<file path="config.mk">
export PLATFORM = sky130hd
export DESIGN_NAME = sensor_uart_streamer
export DESIGN_NICKNAME = d
export VERILOG_FILES = /design/src/rtl/sensor_uart_streamer.sv
export SDC_FILE = /design/constraint.sdc
export NUM_CORES = 1
export LEC_CHECK = 0
export ABC_AREA = 1
export BUFFER_PORTS_ARGS = -buffer_cell sky130_fd_sc_hd__buf_2
export CAP_MARGIN = 30
export CORE_MARGIN = 2
export CORE_UTILIZATION = 59
export CTS_CLUSTER_DIAMETER = 120
export DETAILED_ROUTE_END_ITERATION = 8
export PLACE_DENSITY = 0.78
export RECOVER_POWER = 100
export SLEW_MARGIN = 20
export SYNTH_ARGS = -nofsm -noshare
export SYNTH_HDL_FRONTEND = slang
export SYNTH_SLANG_ARGS = --single-unit
export TNS_END_PERCENT = 50
</file>
<file path="constraint.sdc">
create_clock -name clk -period 2.32 [get_ports clk]
set_input_delay 0 -clock clk [delete_from_list [all_inputs] [get_ports clk]]
set_output_delay 0 -clock clk [all_outputs]
set_load 0.05 [all_outputs]
</file>
<file path="src/rtl/sensor_uart_streamer.sv">
// Samples debounced 1-bit sensor channels periodically or on change and streams
// them as 4-byte 8N1 UART frames: A5, status, seq, XOR checksum.
module sensor_uart_streamer #(
  parameter int NUM_CH        = 4,
  parameter int CLK_DIV       = 1250,
  parameter int SAMPLE_PERIOD = 1048576,
  parameter int DEB_CYCLES    = 16
) (
  input  logic              clk,
  input  logic              rst_n,
  input  logic [NUM_CH-1:0] sensor_in,
  input  logic              mode_evt,
  output logic              uarttx,
  output logic              busy,
  output logic [NUM_CH-1:0] sensor_state,
  output logic [7:0]        drop_cnt
);

  localparam int BW = $clog2(CLK_DIV);
  localparam int TW = $clog2(SAMPLE_PERIOD);
  localparam int DW = $clog2(DEB_CYCLES + 1);
  localparam logic [BW-1:0] BAUD_MAX = BW'(CLK_DIV - 1);
  localparam logic [TW-1:0] TIMER_MAX = TW'(SAMPLE_PERIOD - 1);
  localparam logic [DW-1:0] DEB_MAX = DW'(DEB_CYCLES - 1);

  typedef enum logic [1:0] {IDLE, START, DATA, STOP} state_t;

  state_t            state, state_nxt;
  logic [NUM_CH-1:0] sync1, sync2, deb_nxt;
  logic [DW-1:0]     deb_cnt [NUM_CH];
  logic [TW-1:0]     timer;
  logic              mode_q;
  logic [BW-1:0]     baud;
  logic [2:0]        bit_idx;
  logic [1:0]        byte_idx;
  logic [7:0]        seq, status_l, seq_l, status_nxt, cur_byte;
  logic              tick, trig, bit_end;

  always_comb begin
    deb_nxt = sensor_state;
    for (int i = 0; i < NUM_CH; i++)
      if (sync2[i] != sensor_state[i] && deb_cnt[i] == DEB_MAX) deb_nxt[i] = sync2[i];
  end

  always_comb begin
    status_nxt = '0;
    status_nxt[NUM_CH-1:0] = deb_nxt;
  end

  assign tick    = (timer == TIMER_MAX);
  assign trig    = mode_q ? (deb_nxt != sensor_state) : tick;
  assign bit_end = (baud == BAUD_MAX);

  // Input synchronisers, debouncers, sample timer and mode register
  always_ff @(posedge clk or negedge rst_n) begin
    if (!rst_n) begin
      sync1        <= '0;
      sync2        <= '0;
      sensor_state <= '0;
      timer        <= '0;
      mode_q       <= 1'b0;
      for (int i = 0; i < NUM_CH; i++) deb_cnt[i] <= '0;
    end else begin
      sync1        <= sensor_in;
      sync2        <= sync1;
      sensor_state <= deb_nxt;
      timer        <= tick ? '0 : timer + TW'(1);
      mode_q       <= mode_evt;
      for (int i = 0; i < NUM_CH; i++)
        deb_cnt[i] <= (sync2[i] == sensor_state[i] || deb_cnt[i] == DEB_MAX) ?
                      '0 : deb_cnt[i] + DW'(1);
    end
  end

  always_comb begin
    state_nxt = state;
    case (state)
      IDLE:    if (trig) state_nxt = START;
      START:   if (bit_end) state_nxt = DATA;
      DATA:    if (bit_end && bit_idx == 3'd7) state_nxt = STOP;
      STOP:    if (bit_end) state_nxt = (byte_idx == 2'd3) ? IDLE : START;
      default: state_nxt = IDLE;
    endcase
  end

  always_ff @(posedge clk or negedge rst_n) begin
    if (!rst_n) state <= IDLE;
    else        state <= state_nxt;
  end

  // Bit/byte counters, sequence number and drop counter
  always_ff @(posedge clk or negedge rst_n) begin
    if (!rst_n) begin
      baud     <= '0;
      bit_idx  <= '0;
      byte_idx <= '0;
      seq      <= '0;
      drop_cnt <= '0;
    end else begin
      baud     <= (state == IDLE || bit_end) ? '0 : baud + BW'(1);
      if (state != DATA)  bit_idx <= '0;
      else if (bit_end)   bit_idx <= bit_idx + 3'd1;
      if (state == IDLE)                byte_idx <= '0;
      else if (state == STOP && bit_end) byte_idx <= byte_idx + 2'd1;
      if (state == STOP && bit_end && byte_idx == 2'd3) seq <= seq + 8'd1;
      if (trig && state != IDLE && drop_cnt != 8'hFF) drop_cnt <= drop_cnt + 8'd1;
    end
  end

  // Frame payload captured on the accepting cycle; contents are don't-care after reset
  always_ff @(posedge clk) begin
    if (trig && state == IDLE) begin
      status_l <= status_nxt;
      seq_l    <= seq;
    end
  end

  always_comb begin
    case (byte_idx)
      2'd0:    cur_byte = 8'hA5;
      2'd1:    cur_byte = status_l;
      2'd2:    cur_byte = seq_l;
      default: cur_byte = 8'hA5 ^ status_l ^ seq_l;
    endcase
  end

  always_comb begin
    uarttx = 1'b1;
    case (state)
      START:   uarttx = 1'b0;
      DATA:    uarttx = cur_byte[bit_idx];
      default: uarttx = 1'b1;
    endcase
  end

  assign busy = (state != IDLE);

endmodule

</file>
Yosys cells after proc, flatten, opt, wreduce, memory -nomap -nowiden
Cells that the tools add are included.
- register bits after elaboration: 99
- input port bits: 7
- output and inout port bits: 14
- $add $sub $neg: 10
- $lt $le $gt $ge: 1
- equal/unequal tests: 28
- muxes and demuxes: 25
- bitwise operators: 2
- reduce and logical (&&, ||, !) cells: 21
- operators by type and width (cell ; number):
    8-bit case mux with 3 select lines ; 1
    20-bit by 1-bit adder with 20-bit output, second input constant ; 1
    5-bit by 1-bit adder with 5-bit output, second input constant ; 4
    20-bit == test, second input constant ; 1
    5-bit by 4-bit == test with 1-bit output, second input constant ; 4
    20-bit 2-to-1 mux ; 1
    5-bit 2-to-1 mux ; 4
    8-bit by 1-bit adder with 8-bit output, second input constant ; 2
    2-bit 2-to-1 mux ; 6
    11-bit by 1-bit adder with 11-bit output, second input constant ; 1
    11-bit == test, second input constant ; 1
    11-bit 2-to-1 mux ; 1
    1-bit logical AND ; 10
    2-bit inequality test, second input constant ; 5
    2-bit == test, second input constant ; 4
    8-bit inequality test, second input constant ; 1
    2-bit case mux with 4 select lines ; 1
    8-bit bitwise XOR ; 1
    1-bit 2-to-1 mux ; 7
    3-bit 2-to-1 mux ; 2
    2-bit nonzero test ; 3
    1-bit logical OR ; 5
    1-bit == test ; 4
    2-bit by 1-bit == test with 1-bit output, second input constant ; 2
    other kinds (11) ; 15

Longest topological paths before layout
- depth after elaboration: 7
- depth in mapped cells: 13
- depth with buffers taken out: 13

Least setup slack after synthesis
OpenSTA, ideal clock, no wires.
- path kind: register to register
- start point: register deb_cnt[5] (netlist bit)
- end point: register seq_l[0] (enable)
- library setup time: 380 ps
- arrival time: 1769 ps
- required time: 1940 ps
- path slack: 170 ps
- cell stages (with the launch flop): 11
- path buffers: 0
- cells stage by stage: dfrtp_1 ha_1 nand2_1 nor2_1 ha_1 nand3b_1 nand2_1 nor2_1 nand3_1 nand2_4 nor2_1
- word-level cells in the longest chain between the ends: 6
- RTL lines (element ; line ; RTL):
    start, declared ; 30 ; logic [DW-1:0] deb_cnt [NUM_CH];
    start signal, assigned by index ; 70 ; deb_cnt[i] <= (sync2[i] == sensor_state[i] || deb_cnt[i] == DEB_MAX) ?
    5-bit by 4-bit == test with 1-bit output ; 42 ; if (sync2[i] != sensor_state[i] && deb_cnt[i] == DEB_MAX) deb_nxt[i] = sync2[i];
    1-bit logical AND ; 42 ;
    1-bit 2-to-1 mux ; 42 ;
    4-bit inequality test ; 51 ; assign trig = mode_q ? (deb_nxt != sensor_state) : tick;
    1-bit 2-to-1 mux ; 51 ;
    1-bit logical AND ; 112 ; if (trig && state == IDLE) begin
    end signal, assigned ; 114 ; seq_l <= seq;
    end, declared ; 36 ; logic [7:0] seq, status_l, seq_l, status_nxt, cur_byte;
Every way passes these cells.
A chain may end at the register's enable or synchronous reset.

Worst setup path after layout
- start point: register baud[1]
- end point: register seq[4]
- word-level cells in the longest chain between the ends: 3
- RTL lines (element ; line ; RTL):
    start, declared ; 33 ; logic [BW-1:0] baud;
    start signal, assigned ; 100 ; baud <= (state == IDLE || bit_end) ? '0 : baud + BW'(1);
    11-bit == test ; 52 ; assign bit_end = (baud == BAUD_MAX);
    1-bit logical AND (2 in series) ; 105 ; if (state == STOP && bit_end && byte_idx == 2'd3) seq <= seq + 8'd1;
    end signal, assigned ; 105 ;
    end, declared ; 36 ;
Every way passes these cells.

==> run summary <==
The synthesized netlist net count came out at ~560. Sorting the synthesized cells by area gives the leading types as sky130_fd_sc_hd__dfrtp_1 (45%), sky130_fd_sc_hd__nand2_1 (8.3%), sky130_fd_sc_hd__edfxtp_1 (7.5%), sky130_fd_sc_hd__ha_1 (6.0%), sky130_fd_sc_hd__inv_1 (5.3%). Yosys printed 0 warnings. Across the run, the number of max-cap violations was 0. The area of the placeable core came out at 8090 µm². The mean post-synth cell area came out at 9.18 µm². IR analysis of the VDD net gives a maximum drop of 0.525 mV. The library cell contributing the largest single delay on the critical path is sky130_fd_sc_hd__nor2_1.

The first-pass GRT wire length came out at 15,000 µm. The clock period minus final worst setup slack is roughly 2100 ps. After synthesis, flip-flops and latches occupy between 50 and 60% of the total area. Excluding fillers, the count of instances in the completed layout stands at 674. The number of placed instances, taps included is around 650.

The data arrival time at the worst-slack endpoint came out at 2350 ps. Dividing the final minimum period by the clock period gives 91.1%. The horizontal die dimension is 94.5 µm. The worst min-delay path category is primary input to register. The total number of H-tree levels came out at 3. Across the whole layout, storage elements account for ~2500 µm². The most common cell in the synthesized netlist is sky130_fd_sc_hd__nand2_1. After legalization and detailed placement, the total HPWL measured 6290 µm.

The final-stage net count is 594. The layout has 665 filler cells. The clock tree buffer depth came out at 2.

The critical setup path kind is register to register. The top-level I/O count came out at 21. The post-route worst setup slack came out at 206 ps. The endpoint type of the worst setup path is a register. The worst register-to-register path begins at baud[1]. In the routed layout, each cell is associated on average with a via count of 5.20.

Wires add up to between 8000 and 9000 µm. Measured against its own limit, the worst slew margin works out to 24.4%. The number of sinks driven by the clock tree came out at 99. The worst-case setup slack after placement is roughly 370 ps. The placed cell area is 5090 µm². The final setup violation count is 0. For this run, the leading register cell type out of synthesis is sky130_fd_sc_hd__dfrtp_1. The height of the die is 94.5 µm.

The number of diodes added for antenna fixing is 0. The post-route netlist has 6.68% of its cells at a drive strength greater than 1. The clock tree skew after final layout is 7.80 ps. The cell area after layout is 5250 µm². The worst-skew pair later-pin latency came out at 350 ps. The post-synthesis instance area came out at 4840 µm². The cell leakage power is 2.55 nW. By count the netlist is led by sky130_fd_sc_hd__nand2_1 (107), sky130_fd_sc_hd__dfrtp_1 (87), sky130_fd_sc_hd__inv_1 (68), sky130_fd_sc_hd__nor2_1 (64), sky130_fd_sc_hd__nand3_1 (46). Compared with the post-synthesis result, the final layout area differs by 8.62%. The proportion of netlist area held by the largest area contributor came out at 45.0%. The floorplan step defined a die boundary enclosing 8940 µm². The depth of the worst hold-timing path is 2. The via count of the first global-routing pass is 3,481. Data on the critical path is required at its endpoint by 2560 ps. The final count of pins violating max slew came out at 0. The total of buffers placed on input and output ports came out at 20. Static timing analysis puts the maximum clock frequency at 473 MHz. After detailed routing, the number of remaining DRC violations is 0. The number of antenna violations at the first check in global routing came out at 0. The areal power density over the cells came out at about 750 nW/µm².

The tree is rooted in a sky130_fd_sc_hd__clkbuf_8. The average routed wire per standard cell came out at 12.6 µm. Walking the worst path, the cells encountered are inv_1 -> ha_1 -> and3_1 -> nand4_1 -> nor2_1 -> nand2_4 -> o21ai_0 -> nand2_1. The starting utilization of the core area is 59.8%. Entering global routing, the biggest net connects 45 pins. The number of enable flip-flop cells after synthesis is 12. The remaining number of nets flagged by the antenna check after routing came out at 0. Summed over all layers, the global routing overflow is 0.

The standard-cell row count is 33. The detailed-router iteration count before antenna repair came out at 4. The hold path endpoint is sync1[0]. The cell type contributing the most total cell area after synthesis is sky130_fd_sc_hd__dfrtp_1. The share of synthesized registers carrying an async set or reset came out at 87.9%. In the synthesized netlist, the number of instances is 527. The total routing usage reported by global routing came out at 21.3%. The setup slack of the worst register-to-register path came out at about 200 ps. The number of clock buffers inserted by TritonCTS is 9. The startpoint identified for the worst hold timing path is sensor_in[0].

The worst-margin pin slew is 1130 ps. The biggest cell delay along the critical path is 630 ps. The placer's final routability congestion estimate is 0.803.

The flip-flop and latch count after synthesis came out at 99. The first-iteration detailed-routing DRC count came out at 104. The kind of start point of the critical path is a register. In the final layout, the multi-input gates occupy 1970 µm². The overall via count from detail_route is roughly 3,500. The post-route setup TNS is 0 ps. Clock-pin slew was measured on the worst setup and hold paths at around 100 ps. Across all hold checks on the routed design, the worst slack comes to 278 ps. In this run the critical register-to-register path is captured at seq[4].

The hold violation total from the final report came to 0. The maximum fanout along the worst path is 9. The worst-case reg-to-reg path depth came out at 8. Setup repair after global routing left no endpoint under its margin.

TritonCTS built the clock tree. The run finished with clean final reports. The distinct cell type count after synthesis came out at 35.
-- layout by cell type, fill, tap and decap left out, types with 2 or more instances in the layout --
cell type,count
sky130_fd_sc_hd__a21oi_1,19
sky130_fd_sc_hd__and3_1,2
sky130_fd_sc_hd__buf_2,6
sky130_fd_sc_hd__clkbuf_1,13
sky130_fd_sc_hd__clkbuf_2,2
sky130_fd_sc_hd__clkbuf_8,10
sky130_fd_sc_hd__dfrtp_1,87
sky130_fd_sc_hd__dlygate4sd3_1,6
sky130_fd_sc_hd__edfxtp_1,12
sky130_fd_sc_hd__ha_1,22
sky130_fd_sc_hd__inv_1,69
sky130_fd_sc_hd__inv_6,3
sky130_fd_sc_hd__nand2_1,109
sky130_fd_sc_hd__nand2_2,3
sky130_fd_sc_hd__nand3_1,48
sky130_fd_sc_hd__nand3b_1,4
sky130_fd_sc_hd__nand4_1,4
sky130_fd_sc_hd__nor2_1,67
sky130_fd_sc_hd__nor3_1,9
sky130_fd_sc_hd__nor3_2,2
sky130_fd_sc_hd__nor3b_1,6
sky130_fd_sc_hd__o21a_1,2
sky130_fd_sc_hd__o21ai_0,16
sky130_fd_sc_hd__xnor2_1,15
sky130_fd_sc_hd__xor2_1,18
-- what timing repair did --
action | in CTS | in global routing
endpoints found under the setup margin | 0 | 1
hold buffers | 6 | 0
gates resized for setup | 0 | 2
hold endpoints to repair | 48 | 0
buffers inserted | 0 | 0
-- cell type report --
| cell class | instances | area share (%) |
|---|---|---|
| clock buffers | 10 | 2.62 |
| clock inverters | 6 | 0.905 |
| inverters | 69 | 4.93 |
| multi-input cells | 357 | 37.5 |
| flip-flops and latches | 99 | 48.3 |
| well taps | 105 | 2.50 |
| repair buffers | 28 | 3.22 |
-- power by group --
group | switching [mW] | leakage, nW | internal (mW)
sequential | 0.129 | 1.28 | 1.89
combinational | 0.635 | 1.18 | 0.248
clock | 0.601 | 0.0937 | 0.431
total | 1.37 | 2.55 | 2.57
-- state kept, by name, indices dropped and copies added (netlist names) --
name and flops:
byte_idx 2, sync2 4, seq 8, timer 20, sync1 4, sensor_state 4
seq_l 8, status_l 4, state 2, deb_cnt 20, mode_q 1, baud 11
drop_cnt 8, bit_idx 3
-- worst max-delay path by stage --
stage          slack (ps)          end        start  depth (start not counted)
5_1_grt                30  drop_cnt[5]   deb_cnt[5]                         13
4_1_cts                40       uarttx  byte_idx[0]                          9
2_1_floorplan         170     seq_l[0]   deb_cnt[5]                         10
3_3_place_gp          470     seq_l[0]   deb_cnt[5]                         11
6_report              210       seq[4]      baud[1]                          8
3_5_place_dp          370     seq_l[0]   deb_cnt[5]                         11
-- cell families (layout without fill, tap and decap cells) --
kind of cell	count (synthesis)	count (layout)	share of synthesized area, %
buffers and inverters	71	113	5.67
flip-flops	99	99	52.5
AO/OA/AOI/OAI	40	40	4.50
adder cells (fa/ha/maj)	23	23	5.95
XOR/XNOR	33	33	5.98
AND/OR/NAND/NOR	261	261	25.4
-- worst max-delay path, delay by kind of cell (launching register included) --
kind	cells	cell delay (ps)
compound gates	1	200
fa+ha+maj	1	120
buf+inv	1	60
flops	1	410
simple gates	5	1210
-- stage by stage --
stage                     power [mW]  utilization, %
after floorplan                 2.72               -
after global placement          2.93            62.9
after detailed placement        2.97            62.9
after CTS                       4.01            65.9
after global routing            4.16            64.9
final                           3.93            64.9
-- routing by layer --
layer / wire [µm] / track usage [%] / vias to the layer above
li1: - / - / 1766
met1: 3840 / 27.2 / 1693
met2: 4360 / 36.4 / 34
met3: 185 / 4.47 / 11
met4: 113 / 7.13 / 0
met5: 0 / 0 / -
(Power assumes the default switching activity.)
